==> config.mk <==
export PLATFORM = sky130hd
export DESIGN_NAME = fetch_prefetch_buffer_flat
export DESIGN_NICKNAME = d
export VERILOG_FILES = /design/src/rtl/fetch_prefetch_buffer_pkg.sv /design/src/rtl/fetch_prefetch_buffer_if.sv /design/src/rtl/fetch_prefetch_buffer_fifo.sv /design/src/rtl/fetch_prefetch_buffer.sv /design/src/flat_wrapper.sv
export SDC_FILE = /design/constraint.sdc
export NUM_CORES = 1
export LEC_CHECK = 0
export CAP_MARGIN = 5
export CORE_AREA = 4 4 390 238
export CTS_BUF_LIST = sky130_fd_sc_hd__clkbuf_4
export CTS_CLUSTER_SIZE = 20
export DETAILED_ROUTE_END_ITERATION = 12
export DIE_AREA = 0 0 394 242
export PLACE_DENSITY = 0.43
export SETUP_SLACK_MARGIN = 0.3
export SYNTH_ARGS = -nofsm -noshare
export SYNTH_HDL_FRONTEND = slang
export SYNTH_SLANG_ARGS = --single-unit
==> constraint.sdc <==
create_clock -name clk -period 4 [get_ports clk]
set_input_delay 0.6 -clock clk [delete_from_list [all_inputs] [get_ports clk]]
set_output_delay 0.6 -clock clk [all_outputs]
set_load 0.01 [all_outputs]
==> src/rtl/fetch_prefetch_buffer_pkg.sv <==
// Shared definitions for the instruction prefetch buffer.
//  - XLEN_DEF      default PC width
//  - INSTR_W       instruction word width
//  - NOP_INSTR     canonical NOP (addi x0,x0,0) shown when no instruction is valid
//  - RESET_PC_DEF  default first fetch address after reset
//  - boot_state_t  start-up sequencing state (boot cycle, then run)
//  - cnt_width()   width of the occupancy / credit counters for a given depth
package fetch_prefetch_buffer_pkg;

    localparam int          XLEN_DEF     = 64;
    localparam int          INSTR_W      = 32;
    localparam logic [31:0] NOP_INSTR    = 32'h0000_0013;
    localparam logic [63:0] RESET_PC_DEF = 64'h0;

    typedef enum logic {
        ST_BOOT = 1'b0,
        ST_RUN  = 1'b1
    } boot_state_t;

    // Counters must be able to hold the value DEPTH itself, hence the extra bit.
    function automatic int cnt_width(input int depth);
        return $clog2(depth) + 1;
    endfunction

endpackage

==> src/rtl/fetch_prefetch_buffer_if.sv <==
// Bus bundle between the prefetch buffer, the instruction memory port,
// the EX-stage redirect source and the IF/ID consumer.
//  master modport : the prefetch buffer itself
//      out imem_req_valid, imem_req_addr, instr_valid, instr, instr_pc
//      in  redirect_valid, redirect_pc, imem_req_ready, imem_rsp_valid,
//          imem_rsp_data, instr_ready
//  slave modport  : the environment (memory, EX redirect, IF stage)
interface fetch_prefetch_buffer_if
    import fetch_prefetch_buffer_pkg::*;
#(
    parameter int XLEN = XLEN_DEF
);
    logic               redirect_valid;
    logic [XLEN-1:0]    redirect_pc;

    logic               imem_req_valid;
    logic               imem_req_ready;
    logic [XLEN-1:0]    imem_req_addr;

    logic               imem_rsp_valid;
    logic [INSTR_W-1:0] imem_rsp_data;

    logic               instr_valid;
    logic               instr_ready;
    logic [INSTR_W-1:0] instr;
    logic [XLEN-1:0]    instr_pc;

    modport master (
        input  redirect_valid, redirect_pc,
        output imem_req_valid, imem_req_addr,
        input  imem_req_ready,
        input  imem_rsp_valid, imem_rsp_data,
        output instr_valid, instr, instr_pc,
        input  instr_ready
    );

    modport slave (
        output redirect_valid, redirect_pc,
        input  imem_req_valid, imem_req_addr,
        output imem_req_ready,
        output imem_rsp_valid, imem_rsp_data,
        input  instr_valid, instr, instr_pc,
        output instr_ready
    );

endinterface

==> src/rtl/fetch_prefetch_buffer_fifo.sv <==
// pfb_fifo: synchronous FIFO holding {instruction, pc} entries.
//  clk, rst     clock / synchronous active-low reset
//  clear        drops every entry (takes priority over push/pop)
//  push         write push_data at the tail
//  pop          remove the head entry (ignored when empty)
//  head_valid   FIFO not empty
//  head_data    head entry, read straight from storage registers
//  count        number of stored entries (0..DEPTH)
module pfb_fifo
    import fetch_prefetch_buffer_pkg::*;
#(
    parameter int DEPTH = 4,
    parameter int WIDTH = 96
) (
    input  logic                   clk,
    input  logic                   rst,
    input  logic                   clear,
    input  logic                   push,
    input  logic [WIDTH-1:0]       push_data,
    input  logic                   pop,
    output logic                   head_valid,
    output logic [WIDTH-1:0]       head_data,
    output logic [$clog2(DEPTH):0] count
);
    localparam int PW = $clog2(DEPTH);

    logic [WIDTH-1:0] mem_reg [DEPTH];
    logic [PW-1:0]    wr_ptr_reg;
    logic [PW-1:0]    rd_ptr_reg;
    logic [PW:0]      count_reg;
    logic             do_pop;
    logic             full;

    assign do_pop = pop && (count_reg != '0);
    assign full   = (count_reg == (PW+1)'(DEPTH));

    always_ff @(posedge clk) begin
        if (!rst || clear) begin
            wr_ptr_reg <= '0;
            rd_ptr_reg <= '0;
            count_reg  <= '0;
        end else begin
            if (push) begin
                wr_ptr_reg <= wr_ptr_reg + PW'(1);
            end
            if (do_pop) begin
                rd_ptr_reg <= rd_ptr_reg + PW'(1);
            end
            case ({push, do_pop})
                2'b10:   count_reg <= count_reg + (PW+1)'(1);
                2'b01:   count_reg <= count_reg - (PW+1)'(1);
                default: count_reg <= count_reg;
            endcase
        end
    end

    // Storage carries no reset: an entry is only observable once count covers it.
    always_ff @(posedge clk) begin
        if (push && !clear) begin
            mem_reg[wr_ptr_reg] <= push_data;
        end
    end

    assign head_valid = (count_reg != '0);
    assign head_data  = mem_reg[rd_ptr_reg];
    assign count      = count_reg;

    // The credit scheme upstream never lets a response arrive for a full queue
    // unless the head leaves in the same cycle.
    a_no_overflow : assert property (@(posedge clk) disable iff (!rst)
        !(push && !clear && full && !do_pop));

endmodule

==> src/rtl/fetch_prefetch_buffer.sv <==
// fetch_prefetch_buffer: instruction prefetch queue in front of IF/ID.
//  clk   clock, rising edge
//  rst   synchronous reset, active-low
//  bus   master side of fetch_prefetch_buffer_if:
//        redirect_valid/redirect_pc  EX redirect (flush + new fetch PC)
//        imem_req_*                  sequential fetch requests
//        imem_rsp_*                  in-order responses, >=1 cycle after request
//        instr_valid/instr/instr_pc  head of queue to IF; instr_ready pops it
// Requests are credit limited so that queued + in-flight never exceeds DEPTH,
// which means every response that is kept always has a queue slot.
module fetch_prefetch_buffer
    import fetch_prefetch_buffer_pkg::*;
#(
    parameter int              DEPTH    = 4,
    parameter int              XLEN     = XLEN_DEF,
    parameter logic [XLEN-1:0] RESET_PC = RESET_PC_DEF[XLEN-1:0]
) (
    input  logic                      clk,
    input  logic                      rst,
    fetch_prefetch_buffer_if.master   bus
);
    localparam int CW = cnt_width(DEPTH);
    localparam int EW = INSTR_W + XLEN;

    boot_state_t     state_reg;
    boot_state_t     state_next;
    logic            boot;

    logic [XLEN-1:0] fetch_pc_reg;
    logic [XLEN-1:0] rsp_pc_ptr_reg;
    logic [CW-1:0]   inflight_reg;
    logic [CW-1:0]   inflight_next;
    logic [CW-1:0]   drop_cnt_reg;
    logic [CW-1:0]   fifo_count;
    logic [CW:0]     credit_used;

    logic            req_valid;
    logic            req_fire;
    logic            rsp_fire;
    logic            keep_rsp;
    logic            fifo_pop;
    logic            fifo_head_valid;
    logic [EW-1:0]   fifo_head_data;
    logic [XLEN-1:0] redirect_aligned;
    logic            redirect_pc_unused;

    // ---------------- start-up sequencing ----------------
    always_ff @(posedge clk) begin
        if (!rst) begin
            state_reg <= ST_BOOT;
        end else begin
            state_reg <= state_next;
        end
    end

    // One quiet cycle after reset before the first request goes out.
    always_comb begin
        state_next = state_reg;
        boot       = 1'b0;
        case (state_reg)
            ST_BOOT: begin
                boot       = 1'b1;
                state_next = ST_RUN;
            end
            ST_RUN: begin
                state_next = ST_RUN;
            end
            default: begin
                state_next = ST_BOOT;
            end
        endcase
    end

    // ---------------- credit and handshake logic ----------------
    assign credit_used = {1'b0, fifo_count} + {1'b0, inflight_reg};
    assign req_valid   = !boot && (credit_used < (CW+1)'(DEPTH));
    assign req_fire    = req_valid && bus.imem_req_ready;
    // A response with nothing outstanding is a leftover from before reset.
    assign rsp_fire    = bus.imem_rsp_valid && (inflight_reg != '0);
    assign keep_rsp    = rsp_fire && (drop_cnt_reg == '0) && !bus.redirect_valid;

    assign redirect_aligned   = {bus.redirect_pc[XLEN-1:2], 2'b00};
    assign redirect_pc_unused = ^bus.redirect_pc[1:0];

    always_comb begin
        inflight_next = inflight_reg;
        case ({req_fire, rsp_fire})
            2'b10:   inflight_next = inflight_reg + CW'(1);
            2'b01:   inflight_next = inflight_reg - CW'(1);
            default: inflight_next = inflight_reg;
        endcase
    end

    always_ff @(posedge clk) begin
        if (!rst) begin
            fetch_pc_reg   <= RESET_PC;
            rsp_pc_ptr_reg <= RESET_PC;
            inflight_reg   <= '0;
            drop_cnt_reg   <= '0;
        end else begin
            inflight_reg <= inflight_next;
            if (bus.redirect_valid) begin
                // Everything still outstanding after this cycle belongs to the
                // old path, including a request accepted right now.
                fetch_pc_reg   <= redirect_aligned;
                rsp_pc_ptr_reg <= redirect_aligned;
                drop_cnt_reg   <= inflight_next;
            end else begin
                if (req_fire) begin
                    fetch_pc_reg <= fetch_pc_reg + XLEN'(4);
                end
                if (rsp_fire && (drop_cnt_reg != '0)) begin
                    drop_cnt_reg <= drop_cnt_reg - CW'(1);
                end
                if (keep_rsp) begin
                    rsp_pc_ptr_reg <= rsp_pc_ptr_reg + XLEN'(4);
                end
            end
        end
    end

    // ---------------- queue ----------------
    assign fifo_pop = fifo_head_valid && bus.instr_ready && !bus.redirect_valid;

    pfb_fifo #(
        .DEPTH (DEPTH),
        .WIDTH (EW)
    ) u_fifo (
        .clk        (clk),
        .rst        (rst),
        .clear      (bus.redirect_valid),
        .push       (keep_rsp),
        .push_data  ({bus.imem_rsp_data, rsp_pc_ptr_reg}),
        .pop        (fifo_pop),
        .head_valid (fifo_head_valid),
        .head_data  (fifo_head_data),
        .count      (fifo_count)
    );

    // ---------------- outputs ----------------
    assign bus.imem_req_valid = req_valid;
    assign bus.imem_req_addr  = fetch_pc_reg;
    assign bus.instr_valid    = fifo_head_valid;
    assign bus.instr          = fifo_head_valid ? fifo_head_data[EW-1:XLEN] : NOP_INSTR;
    assign bus.instr_pc       = fifo_head_valid ? fifo_head_data[XLEN-1:0] : '0;

endmodule

==> src/flat_wrapper.sv <==
// flat-port wrapper written by rule: the top's interface ports become plain ports
module fetch_prefetch_buffer_flat import fetch_prefetch_buffer_pkg::*;
#(
    parameter int              DEPTH    = 4,
    parameter int              XLEN     = XLEN_DEF,
    parameter logic [XLEN-1:0] RESET_PC = RESET_PC_DEF[XLEN-1:0]
)
  (clk, rst, bus_redirect_valid, bus_redirect_pc, bus_imem_req_valid, bus_imem_req_addr, bus_imem_req_ready, bus_imem_rsp_valid, bus_imem_rsp_data, bus_instr_valid, bus_instr, bus_instr_pc, bus_instr_ready);
  fetch_prefetch_buffer_if #(.XLEN(XLEN)) bus_i ();
  input  logic clk;
  input  logic rst;
  input wire logic [$bits(bus_i.redirect_valid)-1:0] bus_redirect_valid;
  input wire logic [$bits(bus_i.redirect_pc)-1:0] bus_redirect_pc;
  output wire logic [$bits(bus_i.imem_req_valid)-1:0] bus_imem_req_valid;
  output wire logic [$bits(bus_i.imem_req_addr)-1:0] bus_imem_req_addr;
  input wire logic [$bits(bus_i.imem_req_ready)-1:0] bus_imem_req_ready;
  input wire logic [$bits(bus_i.imem_rsp_valid)-1:0] bus_imem_rsp_valid;
  input wire logic [$bits(bus_i.imem_rsp_data)-1:0] bus_imem_rsp_data;
  output wire logic [$bits(bus_i.instr_valid)-1:0] bus_instr_valid;
  output wire logic [$bits(bus_i.instr)-1:0] bus_instr;
  output wire logic [$bits(bus_i.instr_pc)-1:0] bus_instr_pc;
  input wire logic [$bits(bus_i.instr_ready)-1:0] bus_instr_ready;
  assign bus_i.redirect_valid = bus_redirect_valid;
  assign bus_i.redirect_pc = bus_redirect_pc;
  assign bus_imem_req_valid = bus_i.imem_req_valid;
  assign bus_imem_req_addr = bus_i.imem_req_addr;
  assign bus_i.imem_req_ready = bus_imem_req_ready;
  assign bus_i.imem_rsp_valid = bus_imem_rsp_valid;
  assign bus_i.imem_rsp_data = bus_imem_rsp_data;
  assign bus_instr_valid = bus_i.instr_valid;
  assign bus_instr = bus_i.instr;
  assign bus_instr_pc = bus_i.instr_pc;
  assign bus_i.instr_ready = bus_instr_ready;
  fetch_prefetch_buffer #(.DEPTH(DEPTH), .XLEN(XLEN), .RESET_PC(RESET_PC)) u_core (.clk(clk), .rst(rst), .bus(bus_i));
endmodule
==> impl_results.md <==
* Status: finished, final reports clean
* Slew @ Worst Pin at ~1.1 ns
* Slew headroom at between 20% and 30%
* RSZ-0062 raised after global routing: yes
* Fill cells at between 8000 and 9000
* WL/cell at 22.38 um
* Avg Cell Area, Syn at between 10 and 15 um2
* Worst R2R Path Depth at 7
* Library cells used by synthesis at 63
* H-tree Lvls at 4
* Setup WS pre-CTS at 0.8631 ns
* Die Ht at between 200 and 250 um
* Fraction of layout cells with a size suffix above 1 at between 20% and 30%
* Vias in the first global route at ~16000
* Crit-path slowest cell: mux4_2
* Power density over cell area at 423.5 mW/mm2
* GP Congestion at between 0.8 and 0.9
* Synthesized netlist cell count at 1613
* Fmax achieved at 284.2 MHz
* Synth Cell Area at about 0.022 mm2
* Area of the multi-input gates at between 0.007 and 0.008 mm2
* Largest net degree at the start of global routing at 80
* Final WL at around 73000 um
* Clk Latency, worst-skew pair at slightly below 1 ns
* Placed cell areas at around 0.026 mm2
* Fin util at roughly 32%
* TritonCTS clock tree: done
* Slew Limit Fails at 0
* PortBufs at about 260
* # IOs at 264
* Final worst-path cycle share at between 80 and 90%
* R2R Path End: u_core.rsp_pc_ptr_reg[53]
* Crit path arrival time at 2.92 ns
* Die Area at between 0.09 and 0.1 mm2
* Max reg flops at between 300 and 400
* Num CTS Buffers at about 140
* Vias post-DR at between 15000 and 20000
* DR WL met3 at roughly 5500 um
* Max cap viols at 0
* CP cell instances: buf_12, buf_12, buf_16, mux4_2, and2_1, clkdlybuf4s50_1
* Worst reg2reg startpoint: u_core.drop_cnt_reg[0]
* Delay-heaviest family, CP: buffers and inverters
* Clock tree sinks at about 520
* Highest routed layer: met5
* Final nets at roughly 2100
* Post-DR vias/cell at about 4.8
* Fin area at 0.02863 mm2
* Area share of the largest cell type after synthesis at 50.85%
* Area Overhead vs Synth at 28.97%
* Most used cell, CP: buf_12
* DRT iter0 DRCs at roughly 1200
* Worst Slack Setup Final at between 0.4 and 0.5 ns
* Clock-pin slew on the worst setup and hold paths at around 0.06 ns
* Synth area leaders: edfxtp_1 (51%), dfxtp_1 (13%), mux4_2 (9.5%)
* Synth Register Bits at ~520
* Critical path endpoint: bus_instr[5]
* Register area share after synthesis at 63.48%
* Initial antenna violation count at 4
* Final setup TNS at 0 ns
* Final ANT Viol Nets at 0
* Final Setup Violations at 0
* Post-route met1 wirelength at approximately 35000 um
* Final Hold Viols at 0
* Clock tree buffer depth at 3
* Crit Path Class: flop to output pin
* Worst Path Max Fanout at 15
* Post-DP HPWL at 49960 um
* Root Buffer: clkbuf_4
* Asr flop ratio synth at 0%
* Critical path depth at 6
* WL met2 at 31550 um
* Worst reg2reg setup slack at between 0.9 and 1 ns
* Core Rows at 85
* Die X at 394 um
* EDFF count, synth at 376
* Effective utilization at floorplan at 24.91%
* Peak VDD IR at 0.1977 mV
* Most common cell in the synthesized netlist: edfxtp_1
* Total power at approximately 12 mW
* Syn. warnings at 0
* Residual DRC at 0
* Worst endpoint required time at roughly 3.4 ns
* CP Launch Type: flop
* P_leak at roughly 9.6 nW
* Most frequent cells after synthesis: edfxtp_1 (376), dfxtp_1 (140), and2_1 (98)
* TritonRoute pass-1 iters at 5
* Crit end category: output pin
* HP Class: input pin to flop
* Synth area leader: edfxtp_1
* Total global routing overflow at 0
* Storage cell area at ~0.014 mm2
* Tmin final at around 3.5 ns
* Worst path max stage delay at just over 0.5 ns
* Main synth FF type: edfxtp_1
* Total GRT Usage at around 15%
* Worst Skew at roughly 0.071 ns
* Core region area at approximately 0.089 mm2
* Worst path bufs/invs at 4
* First-pass GRT wire length at approximately 110000 um
[layer usage]
metal | global-route usage, % | vias to the layer above
met5 | 0 | -
met4 | 4.887 | 2
met3 | 4.704 | 96
met2 | 21.76 | 515
met1 | 21.50 | 7934
li1 | - | 7170
[power by group]
part           internal, mW  switching [mW]  leakage [nW]  total, mW
Sequential             6.00           0.236          4.58       6.23
Combinational         0.555           0.642          3.96       1.20
Clock                  2.51            2.19          1.05       4.70
[metrics by stage]
stage | hold WS [ns] | std cells
after floorplan | 0.4692 | 1616
after global placement | 0.4885 | 2996
after detailed placement | 0.4920 | 2996
after CTS | 0.006443 | 3254
after global routing | 0.1024 | 3276
final | 0.1867 | 3277
[cells by family after synthesis]
kind of cell,Yosys count,share of synthesized area (%)
adder cells (fa/ha/maj),14,0.8566
multiplexers,99,9.766
AO/OA/AOI/OAI,239,6.560
other,1,0.01689
AND/OR/NAND/NOR,550,14.36
flip-flops,516,63.48
XOR/XNOR,69,2.722
buffers and inverters,125,2.237
[worst register-to-register path, delay by kind of cell (launching register included)]
family	cells	cell delay [ns]
compound gates	1	0.16
fa+ha+maj	1	0.13
buf+inv	1	0.08
flops	1	0.32
simple gates	4	2.24
[cell type report]
class | instances | area share [%]
antenna | 5 | 0.04370
clock buffer | 211 | 5.532
multi-input combinational | 975 | 26.70
tap | 1174 | 5.130
sequential | 516 | 49.25
timing repair buffer | 345 | 12.43
inverter | 25 | 0.3627
clock inverter | 26 | 0.5593
[worst min-delay path by stage]
stage	slack (ns)	cells after the start	from	end
final	0.19	3	bus_redirect_valid	u_core.bus.imem_req_addr[31]
after floorplan	0.47	2	u_core.u_fifo.wr_ptr_reg[1]	u_core.u_fifo.wr_ptr_reg[1]
after detailed placement	0.49	2	u_core.u_fifo.wr_ptr_reg[1]	u_core.u_fifo.wr_ptr_reg[1]
after global placement	0.49	2	u_core.u_fifo.wr_ptr_reg[1]	u_core.u_fifo.wr_ptr_reg[1]
after global routing	0.10	3	bus_redirect_valid	u_core.bus.imem_req_addr[31]
after CTS	0.006	3	bus_redirect_valid	u_core.bus.imem_req_addr[31]
[layout by cell type, fill, tap and decap left out, drive strengths merged, types with 5 or more instances in the layout]
cell type | synthesis | final
edfxtp | 376 | 376
clkbuf | 71 | 211
clkdlybuf4s50 | 0 | 208
dfxtp | 140 | 140
and2 | 99 | 99
mux4 | 94 | 94
buf | 29 | 90
o21ai | 74 | 74
nand2 | 70 | 70
a21oi | 69 | 69
nand3 | 59 | 59
nor2 | 57 | 57
nand4 | 50 | 50
nor3 | 48 | 48
xnor2 | 46 | 46
and3 | 37 | 37
nor4 | 32 | 32
dlygate4sd2 | 0 | 31
inv | 24 | 27
a31oi | 25 | 25
and4 | 24 | 24
xor2 | 23 | 23
or4 | 23 | 23
o31ai | 21 | 21
clkinv | 1 | 20
dlymetal6s2s | 0 | 16
or3 | 12 | 12
ha | 12 | 12
a211oi | 11 | 11
nor2b | 9 | 9
nor4b | 9 | 9
o311a | 8 | 8
or2 | 7 | 7
nor3b | 7 | 7
diode | 0 | 5
[repair_timing]
| action | 4_1_cts | 5_1_grt |
|---|---|---|
| setup endpoints to repair | 95 | 37 |
| setup buffers | 17 | 18 |
| endpoints found under the hold margin | 0 | 0 |
| cloned | 4 | 0 |
| gates resized for setup | 43 | 18 |
| hold buffers | 0 | 0 |
Power figures use the tool's default switching activity.
